[src/rtl/reg_bus_pkg.sv]
// -----------------------------------------------------------------------------
// reg_bus_pkg
// Shared definitions for the register/memory slave bus initiator:
//   - master FSM state encoding
//   - default width constants for data word, slave address and burst length
// No ports; imported by reg_burst_counter and reg_bus_master.
// -----------------------------------------------------------------------------
package reg_bus_pkg;

  localparam int WORD_SIZE = 16;
  localparam int ADDR_SIZE = 4;
  localparam int LEN_SIZE  = 4;

  typedef enum logic [1:0] {
    IDLE = 2'd0,
    RD   = 2'd1,
    WR   = 2'd2,
    FIN  = 2'd3
  } state_e;

endpackage : reg_bus_pkg

[src/rtl/reg_burst_counter.sv]
// -----------------------------------------------------------------------------
// reg_burst_counter
// Address / remaining-beat tracker for one burst.
// Ports:
//   clk, rst          clock, asynchronous active-high reset
//   load              capture load_addr / load_count (takes priority over step)
//   load_addr         burst start address
//   load_count        beats minus one
//   step              one beat transferred: addr+1 (wrapping), count-1
//   addr              current slave address
//   count             beats remaining minus one
//   last              current beat is the final one (count == 0)
// -----------------------------------------------------------------------------
module reg_burst_counter
  import reg_bus_pkg::*;
#(
  parameter int ADDR_SIZE = reg_bus_pkg::ADDR_SIZE,
  parameter int LEN_SIZE  = reg_bus_pkg::LEN_SIZE
) (
  input  logic                 clk,
  input  logic                 rst,
  input  logic                 load,
  input  logic [ADDR_SIZE-1:0] load_addr,
  input  logic [LEN_SIZE-1:0]  load_count,
  input  logic                 step,
  output logic [ADDR_SIZE-1:0] addr,
  output logic [LEN_SIZE-1:0]  count,
  output logic                 last
);

  logic [ADDR_SIZE-1:0] addr_q, addr_d;
  logic [LEN_SIZE-1:0]  count_q, count_d;

  // Next address/count: load wins; a step on the last beat keeps count at
  // zero so it never underflows into a stale non-zero value.
  always_comb begin
    addr_d  = addr_q;
    count_d = count_q;
    if (load) begin
      addr_d  = load_addr;
      count_d = load_count;
    end else if (step) begin
      addr_d = addr_q + ADDR_SIZE'(1);
      if (count_q == LEN_SIZE'(0)) begin
        count_d = count_q;
      end else begin
        count_d = count_q - LEN_SIZE'(1);
      end
    end else begin
      addr_d  = addr_q;
      count_d = count_q;
    end
  end

  // Counter state registers.
  always_ff @(posedge clk or posedge rst) begin
    if (rst) begin
      addr_q  <= ADDR_SIZE'(0);
      count_q <= LEN_SIZE'(0);
    end else begin
      addr_q  <= addr_d;
      count_q <= count_d;
    end
  end

  assign addr  = addr_q;
  assign count = count_q;
  assign last  = (count_q == LEN_SIZE'(0));

endmodule : reg_burst_counter

[src/rtl/reg_bus_master.sv]
// -----------------------------------------------------------------------------
// reg_bus_master
// Sole initiator for a word-wide register/memory slave (W, ON, ADDR, DATA_IN,
// DATA_OUT). Accepts a single or burst request in IDLE, then issues one slave
// access per cycle (reads free-running, writes paced by WR_VALID).
// Ports:
//   CLK, RST                     clock, asynchronous active-high reset
//   REQ, REQ_WR, REQ_ADDR,
//   REQ_LEN                      request (sampled in IDLE only), len = beats-1
//   BUSY, DONE                   burst in progress / one-cycle completion pulse
//   WR_DATA, WR_VALID, WR_READY  write-word handshake
//   RD_DATA, RD_VALID            registered read word and its valid strobe
//   MEM_W, MEM_ON, MEM_ADDR,
//   MEM_WDATA, MEM_RDATA         slave strobes and data
// -----------------------------------------------------------------------------
module reg_bus_master
  import reg_bus_pkg::*;
#(
  parameter int WORD_SIZE = reg_bus_pkg::WORD_SIZE,
  parameter int ADDR_SIZE = reg_bus_pkg::ADDR_SIZE,
  parameter int LEN_SIZE  = reg_bus_pkg::LEN_SIZE
) (
  input  logic                 CLK,
  input  logic                 RST,
  input  logic                 REQ,
  input  logic                 REQ_WR,
  input  logic [ADDR_SIZE-1:0] REQ_ADDR,
  input  logic [LEN_SIZE-1:0]  REQ_LEN,
  output logic                 BUSY,
  output logic                 DONE,
  input  logic [WORD_SIZE-1:0] WR_DATA,
  input  logic                 WR_VALID,
  output logic                 WR_READY,
  output logic [WORD_SIZE-1:0] RD_DATA,
  output logic                 RD_VALID,
  output logic                 MEM_W,
  output logic                 MEM_ON,
  output logic [ADDR_SIZE-1:0] MEM_ADDR,
  output logic [WORD_SIZE-1:0] MEM_WDATA,
  input  logic [WORD_SIZE-1:0] MEM_RDATA
);

  state_e               state_q, state_d;
  logic [WORD_SIZE-1:0] rd_data_q, rd_data_d;
  logic                 rd_valid_q, rd_valid_d;

  logic                 cnt_load;
  logic                 cnt_step;
  logic [ADDR_SIZE-1:0] cnt_addr;
  logic [LEN_SIZE-1:0]  cnt_count;
  logic                 cnt_last;

  logic                 busy_c;
  logic                 done_c;
  logic                 wr_ready_c;
  logic                 mem_w_c;
  logic                 mem_on_c;
  logic [ADDR_SIZE-1:0] mem_addr_c;
  logic [WORD_SIZE-1:0] mem_wdata_c;

  reg_burst_counter #(
    .ADDR_SIZE (ADDR_SIZE),
    .LEN_SIZE  (LEN_SIZE)
  ) u_counter (
    .clk        (CLK),
    .rst        (RST),
    .load       (cnt_load),
    .load_addr  (REQ_ADDR),
    .load_count (REQ_LEN),
    .step       (cnt_step),
    .addr       (cnt_addr),
    .count      (cnt_count),
    .last       (cnt_last)
  );

  // Next state, counter control and slave strobes. MEM_RDATA feeds the read
  // register only in RD, so a floating slave bus elsewhere never leaks in.
  always_comb begin
    state_d     = state_q;
    rd_data_d   = rd_data_q;
    rd_valid_d  = 1'b0;
    cnt_load    = 1'b0;
    cnt_step    = 1'b0;
    busy_c      = 1'b1;
    done_c      = 1'b0;
    wr_ready_c  = 1'b0;
    mem_w_c     = 1'b0;
    mem_on_c    = 1'b0;
    mem_addr_c  = ADDR_SIZE'(0);
    mem_wdata_c = WORD_SIZE'(0);
    case (state_q)
      IDLE: begin
        busy_c = 1'b0;
        if (REQ) begin
          cnt_load = 1'b1;
          state_d  = REQ_WR ? WR : RD;
        end else begin
          state_d = IDLE;
        end
      end
      RD: begin
        mem_on_c   = 1'b1;
        mem_addr_c = cnt_addr;
        rd_data_d  = MEM_RDATA;
        rd_valid_d = 1'b1;
        cnt_step   = 1'b1;
        if (cnt_last) begin
          state_d = FIN;
        end else begin
          state_d = RD;
        end
      end
      WR: begin
        wr_ready_c  = 1'b1;
        mem_on_c    = WR_VALID;
        mem_w_c     = WR_VALID;
        mem_addr_c  = cnt_addr;
        mem_wdata_c = WR_DATA;
        if (WR_VALID) begin
          cnt_step = 1'b1;
          if (cnt_last) begin
            state_d = FIN;
          end else begin
            state_d = WR;
          end
        end else begin
          state_d = WR;
        end
      end
      FIN: begin
        done_c  = 1'b1;
        state_d = IDLE;
      end
      default: begin
        state_d = IDLE;
      end
    endcase
  end

  // FSM state and read-return registers.
  always_ff @(posedge CLK or posedge RST) begin
    if (RST) begin
      state_q    <= IDLE;
      rd_data_q  <= WORD_SIZE'(0);
      rd_valid_q <= 1'b0;
    end else begin
      state_q    <= state_d;
      rd_data_q  <= rd_data_d;
      rd_valid_q <= rd_valid_d;
    end
  end

  assign BUSY      = busy_c;
  assign DONE      = done_c;
  assign WR_READY  = wr_ready_c;
  assign RD_DATA   = rd_data_q;
  assign RD_VALID  = rd_valid_q;
  assign MEM_W     = mem_w_c;
  assign MEM_ON    = mem_on_c;
  assign MEM_ADDR  = mem_addr_c;
  assign MEM_WDATA = mem_wdata_c;

endmodule : reg_bus_master

[config.mk]
export PLATFORM = sky130hd
export DESIGN_NAME = reg_bus_master
export DESIGN_NICKNAME = d
export VERILOG_FILES = /design/src/rtl/reg_bus_pkg.sv /design/src/rtl/reg_burst_counter.sv /design/src/rtl/reg_bus_master.sv
export SDC_FILE = /design/constraint.sdc
export NUM_CORES = 1
export LEC_CHECK = 0
export ABC_AREA = 1
export CORE_MARGIN = 8
export CORE_UTILIZATION = 35
export CTS_CLUSTER_DIAMETER = 50
export DETAILED_ROUTE_END_ITERATION = 8
export PLACE_DENSITY_LB_ADDON = 0.25
export SETUP_SLACK_MARGIN = 0.02
export SYNTH_ARGS = -nofsm -noshare
export SYNTH_HDL_FRONTEND = slang
export SYNTH_SLANG_ARGS = --single-unit
[constraint.sdc]
create_clock -name CLK -period 1.4 [get_ports CLK]
set_input_delay 0.42 -clock CLK [delete_from_list [all_inputs] [get_ports CLK]]
set_output_delay 0.42 -clock CLK [all_outputs]
set_load 0.05 [all_outputs]
==> reports/results.ini, run 1 <==
[route]
wl_um=5390
final_antenna_net_count=0
wl_per_cell_um=14.2
drcViolationCount=0
vias=1719
drt_pass1_iterations=4
drtIter0Drc=57
vias_per_cell=4.52

[yosys]
synth_fp_nets=274
yosysMostFrequentCell=nand2_1
synth_area_um2=1610
ys_async_sr_fraction_pct=100
synth_area_leaders=dfrtp_1 42%, nand2_1 25%, inv_1 8.4%
synth.ff_latch_count=27
syn_area_per_cell_um2=7.28
synth_top_area_share_pct=42.0
yosys.area.top_type=dfrtp_1
synthCells=221
synth_ff_type=dfrtp_1
synth_cell_types=20
ys_top_cells_by_count=108 x nand2_1, 36 x inv_1, 27 x dfrtp_1, 11 x nand3_1, 8 x ha_1
yosysSeqAreaShare_pct=42.0
synth_edf_count=0
yosysWarnings=0

[pwr]
power.leakage_nw=1.65
p_total_mw=9.66
vdd_drop_max_mv=1.48
power_density_nw_per_um2=2750

[timing]
finalHoldViolations=0
slew_violations=0
period_share_pct=137
fin_ws_ns=-0.514
layout_min_cycle_time_ns=1.91
skew_ns=0.00361
slew_headroom_pct=83.1
setup_violations=33
fmax_mhz=523
tightest_slew_ns=0.253
rsz0062_at_grt=yes

[clock_network]
cts_tree=done
holdBufCountCts=0
cts_buffers=3
cts_sinks=27
worstSkewPairLatency_ns=0.27
cts_root_buffer=clkbuf_8
clk_path_buf_depth=2
htree_levels=1
path_clk_slew_ns=0.09

[floorplanning]
dieHeight_um=83.8
design.core.area_um2=4380
die-area_um2=7020
std_cell_rows=24
fp.dieW_um=83.8
start_util_pct=36.7
io_pins=87

[critical_path]
arrival_ns=1.49
crit_type=reg2out
critPathTopFamily=buffers and inverters
slowest_delay_ns=0.41
cpMaxStageDelayCell=dfrtp_1
crit_fanout=7
cp-end-kind=output port
cp.required_ns=0.98
setup.worst_path.start_class=flop
cp.buffers_inverters=4
path_cells=buf_6 > ha_4 > buf_8 > nand2_4 > clkinvlp_4 > buf_12

[global_route]
grt_pass1_vias=1853
grt-ovfl-total=0
grt_use_total_pct=15.1
grt_pass1_wl_um=8830
grt_max_degree=28
antenna_found_initial=0

[layout]
antenna_cells=0
layout-drive-gt1-share_pct=40.2
fin_util_pct=80.1
syn_to_final_growth_pct=119
num-nets-final=382
design_area_um2=3510

[outcome]
status=complete, but fails checks
violations=setup timing

[placement]
gp_congestion=0.751
io_buffers=86
pre_cts_ws_ns=-0.367
postPlaceCellArea_um2=3180
dp_hpwl_um=4120

[worst_hold_path]
hp-class=in2async

[job]
maxCapViolCount=0

cell families (layout without fill, tap and decap cells):
| group | count (synthesis) | count (layout) | share of synthesized area [%] |
|---|---|---|---|
| flops | 27 | 27 | 42.0 |
| compound gates | 9 | 9 | 2.88 |
| buf+inv | 46 | 153 | 12.9 |
| simple gates | 131 | 131 | 36.0 |
| fa+ha+maj | 8 | 8 | 6.23 |
area by class of cell:
type,count,area [µm²]
clock buffers,4,45.0
well taps,52,65.1
fillers,271,871
repair buffers,109,1540
inverters,40,253
multi-input cells,148,937
flip-flops and latches,27,676
metal layers:
| metal | GRT usage, % | vias to the layer above | routed length [µm] |
|---|---|---|---|
| li1 | - | 863 | - |
| met1 | 17.5 | 784 | 2300 |
| met2 | 25.1 | 66 | 2620 |
| met3 | 5.18 | 6 | 402 |
| met4 | 4.71 | 0 | 68 |
| met5 | 0 | - | 0 |
power by group:
| part | switching [mW] | internal, mW | total, mW |
|---|---|---|---|
| clock network | 0.234 | 0.204 | 0.438 |
| logic | 4.10 | 3.53 | 7.63 |
| registers | 0.427 | 1.17 | 1.60 |
flip-flops by register name, indices dropped and copies added, names as in the netlist:
register         count
RD_DATA             16
u_counter.addr       4
RD_VALID             1
state_q              2
u_counter.count      4
path summary, 6_finish.rpt:
kind	startpoint	to	slack (ns)	cells after the start
worst min-delay path	RST	RD_DATA[2]	0.47	3
worst max-delay path	state_q[1]	MEM_WDATA[7]	-0.51	6
worst min register to register	RD_DATA[6]	RD_DATA[6]	0.54	2
max in group asynchronous	RST	state_q[1]	0.78	3
min in group CLK	RD_DATA[6]	RD_DATA[6]	0.54	2
worst max register to register	state_q[0]	u_counter.addr[0]	-0.18	10
metrics by stage:
| step | setup TNS (ns) | hold slack, ns | instances |
|---|---|---|---|
| 5_1_grt | -14.89 | 0.519 | 380 |
| 4_1_cts | -12.65 | 0.469 | 379 |
| 2_1_floorplan | -5.40 | 0.473 | 221 |
| 3_5_place_dp | -7.67 | 0.516 | 368 |
| 3_3_place_gp | -6.85 | 0.516 | 368 |
| 6_report | -12.58 | 0.468 | 380 |
placed cells by master, fill, tap and decap left out, types with 2 or more instances in the layout:
cell and count:
dfrtp_1 27, nand2_8 3, nand3_1 8, inv_1 12
clkbuf_8 3, nand2_2 3, nand2_4 19, a21oi_1 4
buf_4 12, inv_2 3, nand3_2 3, nor2_1 3
nand2_1 88, nor2_2 2, o21ai_1 2, ha_1 4
ha_4 4, buf_8 2, clkdlybuf4s50_1 44, buf_6 5
buf_12 46, clkinvlp_4 21
tightest hold or removal path, delay by kind of cell:
family | cells | cell delay (ns)
buffers and inverters | 3 | 0.67
timing repair:
action | 4_1_cts | 5_1_grt
gates cloned | 0 | 0
gates resized for setup | 39 | 18
endpoints found under the setup margin | 35 | 35
endpoints found under the hold margin | 0 | 0
setup buffers | 8 | 3
pin swaps | 7 | 6
No activity file was read; power rests on OpenSTA's default activity.
==> run 2, diff against run 1 <==
--- a/config.mk
+++ b/config.mk
@@ -12,6 +12,7 @@
 export DETAILED_ROUTE_END_ITERATION = 8
 export PLACE_DENSITY_LB_ADDON = 0.25
 export SETUP_SLACK_MARGIN = 0.02
+export SLEW_MARGIN = 0
 export SYNTH_ARGS = -nofsm -noshare
 export SYNTH_HDL_FRONTEND = slang
 export SYNTH_SLANG_ARGS = --single-unit
==> results of run 2 <==
The final DEF is identical to that of run 1; final timing and power are the same.
==> run 3, diff against run 2 <==
--- a/config.mk
+++ b/config.mk
@@ -6,9 +6,9 @@
 export NUM_CORES = 1
 export LEC_CHECK = 0
 export ABC_AREA = 1
+export CORE_ASPECT_RATIO = 1.5
 export CORE_MARGIN = 8
 export CORE_UTILIZATION = 35
-export CTS_CLUSTER_DIAMETER = 50
 export DETAILED_ROUTE_END_ITERATION = 8
 export PLACE_DENSITY_LB_ADDON = 0.25
 export SETUP_SLACK_MARGIN = 0.02
==> run 3 against run 2 <==
Against the previous run:
- maximum frequency increased by 2.8%
- clock skew increased by 0.0037 ns
- sequential power about the same
- routed wire length decreased by 1.3%
- critical path type unchanged
- die area increased by 0.64%
- first-iteration DRC count decreased by 75%
- power increased by 0.57%
- via count increased by 0.12%
- the flow still finishes with violations (setup timing)
- register-to-register slack improved by 0.10 ns
- non-clock buffer count increased by 4
==> reports/results.ini, run 3 (synthesized netlist as in run 1, its figures left out) <==
[route]
vias=1721
vias_per_cell=4.53
drt_pass1_iterations=3
final_antenna_net_count=0
wl_per_cell_um=14.0
drtIter0Drc=14
drcViolationCount=0
wl_um=5320

[clock_network]
worstSkewPairLatency_ns=0.27
cts_sinks=27
holdBufCountCts=0
cts_root_buffer=clkbuf_8
htree_levels=1
path_clk_slew_ns=0.09
cts_buffers=3
cts_tree=done
clk_path_buf_depth=2

[global_route]
grt_use_total_pct=15.3
grt_pass1_vias=1905
antenna_found_initial=0
grt_pass1_wl_um=8730
grt_max_degree=28
grt-ovfl-total=0

[floorplanning]
dieHeight_um=99.0
start_util_pct=36.0
fp.dieW_um=71.3
std_cell_rows=30
io_pins=87
design.core.area_um2=4470
die-area_um2=7060

[layout]
syn_to_final_growth_pct=118
fillers=303
layout_commonest_cell=nand2_1
num-nets-final=386
final_cell_mix=81 x nand2_1, 46 x buf_12, 44 x clkdlybuf4s50_1
antenna_cells=0
layout-drive-gt1-share_pct=42.5
largest_register_ffs=16

[timing]
period_share_pct=133
layout_min_cycle_time_ns=1.86
fin_ws_ns=-0.462
tightest_slew_ns=0.249
setup_violations=32
slew_violations=0
holdWs_ns=0.467
fmax_mhz=537
skew_ns=0.00735
finalHoldViolations=0
rsz0062_at_grt=yes
slew_headroom_pct=83.4

[pwr]
vdd_drop_max_mv=2.10
power.leakage_nw=1.63
power_density_nw_per_um2=2770

[critical_path]
startpoint=state_q[1]
setup.worst_path.start_class=flop
crit_type=reg2out
reg2reg_from=state_q[0]
crit_fanout=10
cp-end-kind=output port
arrival_ns=1.44
cp.required_ns=0.98

[outcome]
status=complete, but fails checks
violations=setup timing

[placement]
pre_cts_ws_ns=-0.353
gp_congestion=0.816
dp_hpwl_um=4130
io_buffers=86

[worst_hold_path]
hp-class=in2async

[job]
maxCapViolCount=0

## run 3: changes by cell type in the layout (fill, tap and decap cells not counted), sizes merged
cell    delta
buf        +4
clkinv     -1
inv        +1
## run 3: repair_timing
| item | in CTS | in global routing |
|---|---|---|
| cloned | 0 | 0 |
| buffers inserted | 7 | 3 |
| gates resized for setup | 31 | 23 |
| pin swaps | 9 | 11 |
| endpoints found under the setup margin | 34 | 34 |
## run 3: worst paths after layout
| check | end | depth (start not counted) | slack [ns] |
|---|---|---|---|
| max in group asynchronous | state_q[1] | 3 | 0.77 |
| hold / removal | RD_DATA[12] | 3 | 0.47 |
| setup / recovery | MEM_WDATA[13] | 6 | -0.46 |
| min in group CLK | u_counter.count[0] | 2 | 0.54 |
| hold reg to reg | u_counter.count[0] | 2 | 0.54 |
| setup reg to reg | u_counter.addr[3] | 9 | -0.08 |
## run 3: cell type report
type                    count  area (µm²)  share of cell area [%]
repair buffers            113        1560                    44.3
multi-input cells         148         916                    26.1
flip-flops and latches     27         676                    19.3
inverters                  40         256                    7.31
well taps                  48        60.1                    1.71
clock buffers               4        45.0                    1.28
## run 3: metrics by stage
| step | util [%] | cell area (µm²) | cells | power (mW) | setup TNS, ns |
|---|---|---|---|---|---|
| 2_1_floorplan | - | 1740 | 221 | 5.27 | -5.40 |
| 3_3_place_gp | 71.6 | 3200 | 367 | 8.38 | -6.69 |
| 3_5_place_dp | 71.6 | 3200 | 367 | 8.48 | -6.92 |
| 4_1_cts | 76.5 | 3420 | 378 | 9.49 | -10.85 |
| 5_1_grt | 78.6 | 3510 | 380 | 10.3 | -13.09 |
| 6_report | 78.6 | 3510 | 380 | 9.72 | -10.83 |
## run 3: power by group
group | internal (mW) | total (mW) | switching, mW
sequential | 1.17 | 1.58 | 0.410
combinational | 3.57 | 7.70 | 4.12
clock | 0.204 | 0.439 | 0.235
## run 3: metal layers
| layer | global-route usage, % | vias up | part of all wire, % |
|---|---|---|---|
| li1 | - | 874 | - |
| met2 | 27.9 | 62 | 56 |
| met3 | 5.49 | 2 | 8.4 |
| met4 | 4.83 | 0 | 0.71 |
| met5 | 0 | - | 0 |
| met1 | 15.4 | 783 | 35 |
## run 3: worst max-delay path, cell delays in order (launching register included)
cell and delay [ns]:
dfrtp_1 0.39, buf_6 0.13, ha_4 0.19, buf_12 0.15
nand2_2 0.07, clkinvlp_4 0.09, buf_12 0.15
